$ cat src/rtl/bus_trace_capture.sv
// Passive 6502 bus trace unit: arms on request, waits for an optional opcode-fetch
// address trigger, then buffers {stamp, addr, data, rw_n, sync} records in a FWFT FIFO.
module bus_trace_capture #(
  parameter int DEPTH        = 16,
  parameter int POST_COUNT   = 64,
  parameter bit STOP_ON_FULL = 1'b0
) (
  input  logic                     clk,
  input  logic                     reset,
  input  logic                     sample_en,
  input  logic                     arm,
  input  logic                     stop,
  input  logic                     trig_en,
  input  logic [15:0]              trig_addr,
  input  logic [15:0]              bus_addr,
  input  logic [7:0]               bus_data,
  input  logic                     bus_rw_n,
  input  logic                     bus_sync,
  output logic                     rec_valid,
  input  logic                     rec_ready,
  output logic [41:0]              rec_data,
  output logic [$clog2(DEPTH):0]   level,
  output logic [7:0]               overflow_cnt,
  output logic [1:0]               state,
  output logic                     done
);

  localparam int AW = $clog2(DEPTH);
  localparam int LW = AW + 1;
  localparam int PW = $clog2(POST_COUNT + 2);
  localparam logic [PW-1:0] POST_LIM = PW'(POST_COUNT);

  localparam logic [1:0] S_IDLE    = 2'd0;
  localparam logic [1:0] S_ARMED   = 2'd1;
  localparam logic [1:0] S_CAPTURE = 2'd2;
  localparam logic [1:0] S_STOPPED = 2'd3;

  logic [1:0]    state_q, state_d;
  logic [AW-1:0] wr_ptr_q, wr_ptr_d;
  logic [AW-1:0] rd_ptr_q, rd_ptr_d;
  logic [LW-1:0] level_q, level_d;
  logic [15:0]   stamp_q, stamp_d;
  logic [7:0]    ovf_q, ovf_d;
  logic [PW-1:0] post_q, post_d;
  logic [41:0]   mem_q [DEPTH];

  logic        push, pop, full, trig_hit, capture_hit, counted;
  logic [41:0] rec_word;

  assign full        = (level_q == LW'(DEPTH));
  assign trig_hit    = !trig_en || (bus_sync && (bus_addr == trig_addr));
  assign capture_hit = sample_en &&
                       (((state_q == S_ARMED) && trig_hit) || (state_q == S_CAPTURE));
  // Stamp is always 0 while ARMED, so the triggering record naturally gets stamp 0.
  assign rec_word    = {stamp_q, bus_addr, bus_data, bus_rw_n, bus_sync};

  // NOTE: every always_comb output gets a default first so no path can infer a latch.
  always_comb begin
    state_d  = state_q;
    wr_ptr_d = wr_ptr_q;
    rd_ptr_d = rd_ptr_q;
    level_d  = level_q;
    stamp_d  = stamp_q;
    ovf_d    = ovf_q;
    post_d   = post_q;
    push     = 1'b0;
    counted  = 1'b0;
    pop      = rec_valid && rec_ready;

    if (arm) begin
      // arm beats stop and discards any pop presented in the same cycle.
      state_d  = S_ARMED;
      wr_ptr_d = '0;
      rd_ptr_d = '0;
      level_d  = '0;
      stamp_d  = '0;
      ovf_d    = '0;
      post_d   = '0;
      pop      = 1'b0;
    end else begin
      if (stop) begin
        state_d = S_STOPPED;
      end else if (capture_hit) begin
        stamp_d = stamp_q + 16'd1;
        if (state_q == S_ARMED) state_d = S_CAPTURE;
        if (full && !pop) begin
          if (STOP_ON_FULL) begin
            state_d = S_STOPPED;
          end else begin
            counted = 1'b1;
            if (ovf_q != 8'hFF) ovf_d = ovf_q + 8'd1;
          end
        end else begin
          push    = 1'b1;
          counted = 1'b1;
        end
        // Dropped records still consume the post-trigger budget.
        if (counted) begin
          post_d = post_q + PW'(1);
          if ((POST_COUNT != 0) && (post_d == POST_LIM)) state_d = S_STOPPED;
        end
      end
      if (push) wr_ptr_d = wr_ptr_q + AW'(1);
      if (pop)  rd_ptr_d = rd_ptr_q + AW'(1);
      level_d = level_q + LW'(push) - LW'(pop);
    end
  end

  // NOTE: sequential state uses non-blocking assignments only, so every flop samples pre-edge values.
  always_ff @(posedge clk or posedge reset) begin
    if (reset) begin
      state_q  <= S_IDLE;
      wr_ptr_q <= '0;
      rd_ptr_q <= '0;
      level_q  <= '0;
      stamp_q  <= '0;
      ovf_q    <= '0;
      post_q   <= '0;
    end else begin
      state_q  <= state_d;
      wr_ptr_q <= wr_ptr_d;
      rd_ptr_q <= rd_ptr_d;
      level_q  <= level_d;
      stamp_q  <= stamp_d;
      ovf_q    <= ovf_d;
      post_q   <= post_d;
    end
  end

  // NOTE: record storage is deliberately not reset; the level gate on rec_data hides stale words.
  always_ff @(posedge clk) begin
    if (push) mem_q[wr_ptr_q] <= rec_word;
  end

  assign rec_valid    = (level_q != '0);
  assign rec_data     = rec_valid ? mem_q[rd_ptr_q] : '0;
  assign level        = level_q;
  assign overflow_cnt = ovf_q;
  assign state        = state_q;
  assign done         = (state_q == S_STOPPED);

endmodule

$ cat config.mk
export PLATFORM = sky130hd
export DESIGN_NAME = bus_trace_capture
export DESIGN_NICKNAME = d
export VERILOG_FILES = /design/src/rtl/bus_trace_capture.sv
export SDC_FILE = /design/constraint.sdc
export NUM_CORES = 1
export LEC_CHECK = 0
export ABC_AREA = 1
export BUFFER_PORTS_ARGS = -buffer_cell sky130_fd_sc_hd__buf_2
export CAP_MARGIN = 5
export CORE_MARGIN = 5
export CORE_UTILIZATION = 29
export DETAILED_ROUTE_END_ITERATION = 16
export GPL_ROUTABILITY_DRIVEN = 0
export GPL_TIMING_DRIVEN = 1
export PLACE_DENSITY = 0.5
export SYNTH_ARGS = -nofsm -noshare
export SYNTH_HDL_FRONTEND = slang
export SYNTH_SLANG_ARGS = --single-unit
export TNS_END_PERCENT = 20
$ cat constraint.sdc
create_clock -name clk -period 4.3 [get_ports clk]
set_input_delay 0.215 -clock clk [delete_from_list [all_inputs] [get_ports clk]]
set_output_delay 0.215 -clock clk [all_outputs]
set_load 0.03 [all_outputs]
After elaboration in Yosys (flattened, before gate mapping)
Memory sizes are Yosys's and may differ from the RTL's.
Index checks and enable logic that the tools add are counted.
{"block": "totals", "register_bits": 46, "ram_bits": 672, "inputBits": 49, "out_inout_bits": 59, "wordCells": 77, "memories": 1}
{"block": "op_classes", "add_sub_neg": 7, "n_eq_ne": 8, "muxes": 34, "n_reduce_logical": 20}
{"name": "mem_q", "depth": 16, "word_bits": 42, "rd": 1, "rd_clocked_by_memory_dff": 0, "wr": 1, "line": "45", "rtl": "logic [41:0] mem_q [DEPTH];"}
{"op": "16-bit 2-to-1 mux", "n": 3}
{"op": "42-bit 2-to-1 mux", "n": 1}
{"op": "8-bit 2-to-1 mux", "n": 5}
{"op": "7-bit 2-to-1 mux", "n": 4}
{"op": "16-bit by 1-bit adder with 16-bit output (second input constant)", "n": 1}
{"op": "16-bit == test", "n": 1}
{"op": "4-bit 2-to-1 mux", "n": 4}
{"op": "2-bit 2-to-1 mux", "n": 6}
{"op": "2-bit nonzero test", "n": 6}
{"op": "1-bit 2-to-1 mux", "n": 10}
{"op": "4-bit by 1-bit adder with 4-bit output (second input constant)", "n": 2}
{"op": "8-bit by 1-bit adder with 8-bit output (second input constant)", "n": 1}
{"op": "8-bit inequality test (second input constant)", "n": 1}
{"op": "7-bit by 1-bit adder with 7-bit output (second input constant)", "n": 1}
{"op": "7-bit == test (second input constant)", "n": 1}
{"op": "5-bit by 1-bit adder with 5-bit output", "n": 1}
{"op": "5-bit == test (second input constant)", "n": 1}
{"op": "1-bit logical AND", "n": 5}
{"op": "5-bit 2-to-1 mux", "n": 1}
{"op": "5-bit nonzero test", "n": 1}
{"op": "5-bit by 1-bit subtractor with 5-bit output", "n": 1}
{"op": "2-bit == test (second input constant)", "n": 2}
{"op": "4-bit AND reduction", "n": 1}
{"op": "3-bit AND reduction", "n": 1}
{"op": "6 further kinds", "n": 8}

Logic depth before layout (Yosys ltp)
{"block": "logic_depth", "ltp_word": 13, "depth_mapped": 23, "depth_no_buf": 23}

Worst setup path after synthesis
Ideal clock, no wire load.
{"block": "synth_timing", "path_kind": "register to register", "from": "reg level_q[2], in the netlist level[2]", "to": "mem mem_q[10][0] (enable)", "setup_ns": 0.441, "t_arrival_ns": 3.506, "t_required_ns": 3.859, "setup_slack_ns": 0.353, "stages_incl_launch_ff": 14, "path_buffers": 0, "period_less_slack_ns": 3.947, "cell_sequence": "dfrtp_1 -> inv_1 -> ha_1 -> nand2_1 -> nor2_2 -> inv_2 -> nor2_4 -> inv_2 -> nand2_2 -> inv_2 -> nor2_8 -> nor2_8 -> nand2_2 -> nor2_1"}
{"block": "synth_between", "elab_chain_len": 11, "word_cells_on_any_way": 12, "classes_between": "eq/ne: 1; mux: 7; reduce/logical: 4"}
{"element": "from (decl)", "line": "41", "rtl": "logic [LW-1:0] level_q, level_d;"}
{"element": "from (signal assigned)", "line": "123", "rtl": "level_q <= level_d;"}
{"element": "5-bit nonzero test", "line": "135", "rtl": "assign rec_valid = (level_q != '0);"}
{"element": "named net rec_valid", "line": "19", "rtl": "output logic rec_valid,"}
{"element": "1-bit logical AND", "line": "68", "rtl": "pop = rec_valid && rec_ready;"}
{"element": "1-bit zero test", "line": "86", "rtl": "if (full && !pop) begin"}
{"element": "1-bit logical AND", "line": "86"}
{"element": "1-bit 2-to-1 mux", "line": "86"}
{"element": "1-bit 2-to-1 mux", "line": "83", "rtl": "end else if (capture_hit) begin"}
{"element": "1-bit 2-to-1 mux", "line": "81", "rtl": "if (stop) begin"}
{"element": "1-bit 2-to-1 mux (2 in series)", "line": "70", "rtl": "if (arm) begin"}
{"element": "1-bit 2-to-1 mux", "line": "132", "rtl": "if (push) mem_q[wr_ptr_q] <= rec_word;"}
{"element": "1-bit 2-to-1 mux (implied by the code)", "line": "132"}
{"element": "to (decl)", "line": "45"}
The timed path passes the listed nets, and every way through them passes these cells. The select of a mux whose other input is x is not followed.

Worst setup path in the final report
{"block": "layout_timing", "from": "reg rd_ptr_q[0]", "to": "out rec_data[3]"}
{"block": "layout_between", "elab_chain_len": 2}
{"element": "from (decl)", "line": "40", "rtl": "logic [AW-1:0] rd_ptr_q, rd_ptr_d;"}
{"element": "from (signal assigned)", "line": "122", "rtl": "rd_ptr_q <= rd_ptr_d;"}
{"element": "memory 16 x 42 bit"}
{"element": "42-bit 2-to-1 mux", "line": "136", "rtl": "assign rec_data = rec_valid ? mem_q[rd_ptr_q] : '0;"}
{"element": "to (decl)", "line": "21", "rtl": "output logic [41:0] rec_data,"}
No other way between the ends.

==> results.toml <==
[finish]
drive_gt1_share_pct = 13.7
n_fill_cell = 9649
multi_input_area_mm2 = 0.00705
seqCellArea_mm2 = 0.0213
final_util_pct = 34.4
nets = 2472
area_delta_synth_final_pct = 17.9
diodes = 0

[run_status]
status = "finished clean"

[min_path]
holdCritStartpoint = "bus_addr[4]"
hold_depth = 1
min-delay-path-class = "in2reg"
holdPathEnd = "mem_q[6][14]"

[timing]
fin_crit_ns = 3.78
worst_pin_slew_ns = 1.04
max_freq_ghz = 0.265
drv_slew = 0
setup_ws_ns = 0.522
rsz0062_at_grt = "no"
finalCritPeriodShare_pct = 87.9
fin_tns_setup_ns = 0
setup_viol = 0
clock_skew_ns = 0.0522
relSlewSlack_pct = 30.5
hold_viol_final = 0

[setup_path]
slowest_delay_ns = 0.74
path_cells = "inv_8 -> buf_12 -> buf_4 -> o21ai_0 -> o221ai_1 -> nand3_1 -> a21oi_1 -> buf_2"
cp_top_family = "buffers and inverters"
critPathMaxFanout = 72
end_kind = "primary output"
crit_buf_inv = 4
cpMaxStageDelayCell = "dfrtp_4"
start_kind = "register"
rr_worst_depth = 23
worstReg2RegEnd = "level[4]"
reg2reg_from = "level[3]"
reg2reg_slack_ns = 1.19
critPathArrivalTime_ns = 3.56
crit_type = "reg2out"
critical_path_required_ns = 4.09

[floorplanning]
coreArea_mm2 = 0.100
io_pins = 108
start_util_pct = 29.2
die_area_mm2 = 0.107
die_w_um = 327
die_h_um = 327
num_rows = 116

[synthesis]
syn_nets = 2349
synth_top_area_share_pct = 69.2
yosys-top-cells-area = "edfxtp_1, o21ai_0, nor2_1, dfrtp_1, o221ai_1"
yosysWarnings = 0
yosysSeqAreaShare_pct = 73.1
synthCells = 2285
synth_edf_count = 672
netlist_area_mm2 = 0.0292
ys.flop_type = "edfxtp_1"
syn_area_per_cell_um2 = 12.8
synth_top_area_cell = "edfxtp_1"
ys_async_sr_fraction_pct = 6.41
yosysUniqueCellTypes = 41
ys_ff_latch = 718

[drt]
vias = 19200
drt-wirelength-per-cell_um = 22.1
routed_via_density = 5.08
drc = 0
wl_mm = 83.2
ant_nets = 0
dr.pass1.iters = 7
drt-initial-drc-count = 1790

[global_route]
grt_max_degree = 128
grt_pass1_wl_mm = 124
grt_antenna_before_repair = 5
grt_overflow = 0
grt_pass1_vias = 19300
gr-usage-all-layers_pct = 15.2

[cts]
cts_root_buffer = "clkbuf_16"
insertion_delay_ns = 0.65
cts_setup_buffers = 0
cts_buffers = 78
clk_pin_slew_ns = 0.06
htreeDepth = 3
cts_tree = "done"
clkSinkCount = 718
clk_path_buf_depth = 3

[placement]
pre_cts_ws_ns = 0.653
dp_hpwl_mm = 45.5
port-buffer-count = 107

[flow_run]
drv_cap = 0

[pwr]
ir_drop_v = 0.000302
leakage_nw = 11.6
p_total_mw = 18.4
powerDensity_mw_per_mm2 = 534
-- registers in the layout, summed over array words and instances, names as in the netlist --
| name | flops |
|---|---|
| level | 5 |
| rd_ptr_q | 4 |
| stamp_q | 16 |
| wr_ptr_q | 4 |
| overflow_cnt | 8 |
| post_q | 7 |
| mem_q | 672 |
| state | 2 |
-- metal layers --
| metal | global-route usage (%) | routed length (um) | vias up |
|---|---|---|---|
| li1 | - | - | 8724 |
| met1 | 20.6 | 36500 | 9726 |
| met2 | 25.5 | 39900 | 570 |
| met3 | 2.52 | 4660 | 139 |
| met4 | 4.22 | 2070 | 2 |
| met5 | 0 | 13 | - |
-- Yosys cell counts, types with 3 or more instances --
| master | instances |
|---|---|
| a21oi_1 | 48 |
| buf_1 | 8 |
| buf_2 | 22 |
| buf_4 | 6 |
| clkbuf_1 | 112 |
| dfrtp_1 | 46 |
| edfxtp_1 | 672 |
| ha_1 | 14 |
| inv_1 | 67 |
| inv_2 | 8 |
| nand2_1 | 109 |
| nand2_2 | 6 |
| nand2_4 | 3 |
| nand3_1 | 113 |
| nand3b_1 | 5 |
| nand4_1 | 4 |
| nor2_1 | 436 |
| nor2_2 | 3 |
| nor3_1 | 6 |
| nor4_1 | 4 |
| o21ai_0 | 365 |
| o21ai_1 | 13 |
| o21ai_2 | 7 |
| o221ai_1 | 128 |
| o22ai_1 | 40 |
| xnor2_1 | 5 |
| xor2_1 | 17 |
-- stage by stage --
stage	hold WS [ns]	instances	instance area [um^2]
after floorplan	0.314	2285	29200
after global placement	0.475	3597	31600
after detailed placement	0.479	3597	31600
after CTS	0.00298	3769	34400
after global routing	0.0228	3769	34400
final	0.0271	3769	34400
-- cell families after synthesis --
| group | synth area share (%) |
|---|---|
| buf+inv | 3.15 |
| compound gates | 12.3 |
| xor+xnor | 0.660 |
| fa+ha+maj | 0.669 |
| simple gates | 10.1 |
| flops | 73.1 |
-- power by group --
| part | switching (mW) | internal (mW) |
|---|---|---|
| Combinational | 2.92 | 1.08 |
| Sequential | 0.131 | 7.64 |
| Clock | 2.82 | 3.77 |
-- worst reg2reg max path, cell delays in order, from the launching register on --
cell     delay (ns)
dfrtp_1        0.39
inv_1          0.08
ha_1           0.19
nand2_1        0.09
nor2_2         0.05
inv_2          0.06
nor2_4         0.03
inv_2          0.06
nand2_2        0.06
inv_2          0.15
nor2_8         0.07
inv_1          0.06
nand4_1        0.21
ha_1           0.36
inv_1          0.05
ha_1           0.12
inv_1          0.06
fa_1           0.38
inv_1          0.10
a21oi_1        0.07
nor2_1         0.10
nor2_1         0.06
xor2_1         0.12
nor2_1         0.05
-- cells in the final DEF, fill, tap and decap left out, types with 15 or more instances in the layout --
cell / count
a21oi_1: 48
buf_12: 23
buf_2: 107
buf_4: 35
clkbuf_16: 78
clkinv_1: 16
clkinv_2: 15
dfrtp_1: 43
dlygate4sd3_1: 29
edfxtp_1: 672
inv_1: 64
nand2_1: 109
nand3_1: 113
nor2_1: 420
nor2_4: 17
o21ai_0: 365
o221ai_1: 128
o22ai_1: 40
xor2_1: 17
-- area by class of cell --
type | count | area share (%)
clock buffers | 93 | 5.90
repair buffers | 194 | 4.50
clock inverters | 50 | 1.47
inverters | 76 | 0.862
flip-flops and latches | 718 | 62.1
well taps | 1298 | 4.72
multi-input cells | 1340 | 20.5
-- what timing repair did --
| action | in CTS | in global routing |
|---|---|---|
| endpoints found under the hold margin | 433 | 0 |
| resized for setup | 0 | 0 |
| hold buffers | 29 | 0 |
-- worst max-delay path by stage --
stage,start,cells past startpoint,to,slack [ns]
4_1_cts,rd_ptr_q[0],8,rec_data[8],0.47
3_3_place_gp,bus_sync,20,level[4],0.66
2_1_floorplan,level[2],13,mem_q[10][0],0.35
3_5_place_dp,bus_sync,20,level[4],0.65
5_1_grt,rd_ptr_q[0],10,rec_data[31],0.22
6_report,rd_ptr_q[0],8,rec_data[3],0.52
(Power assumes the default switching activity.)
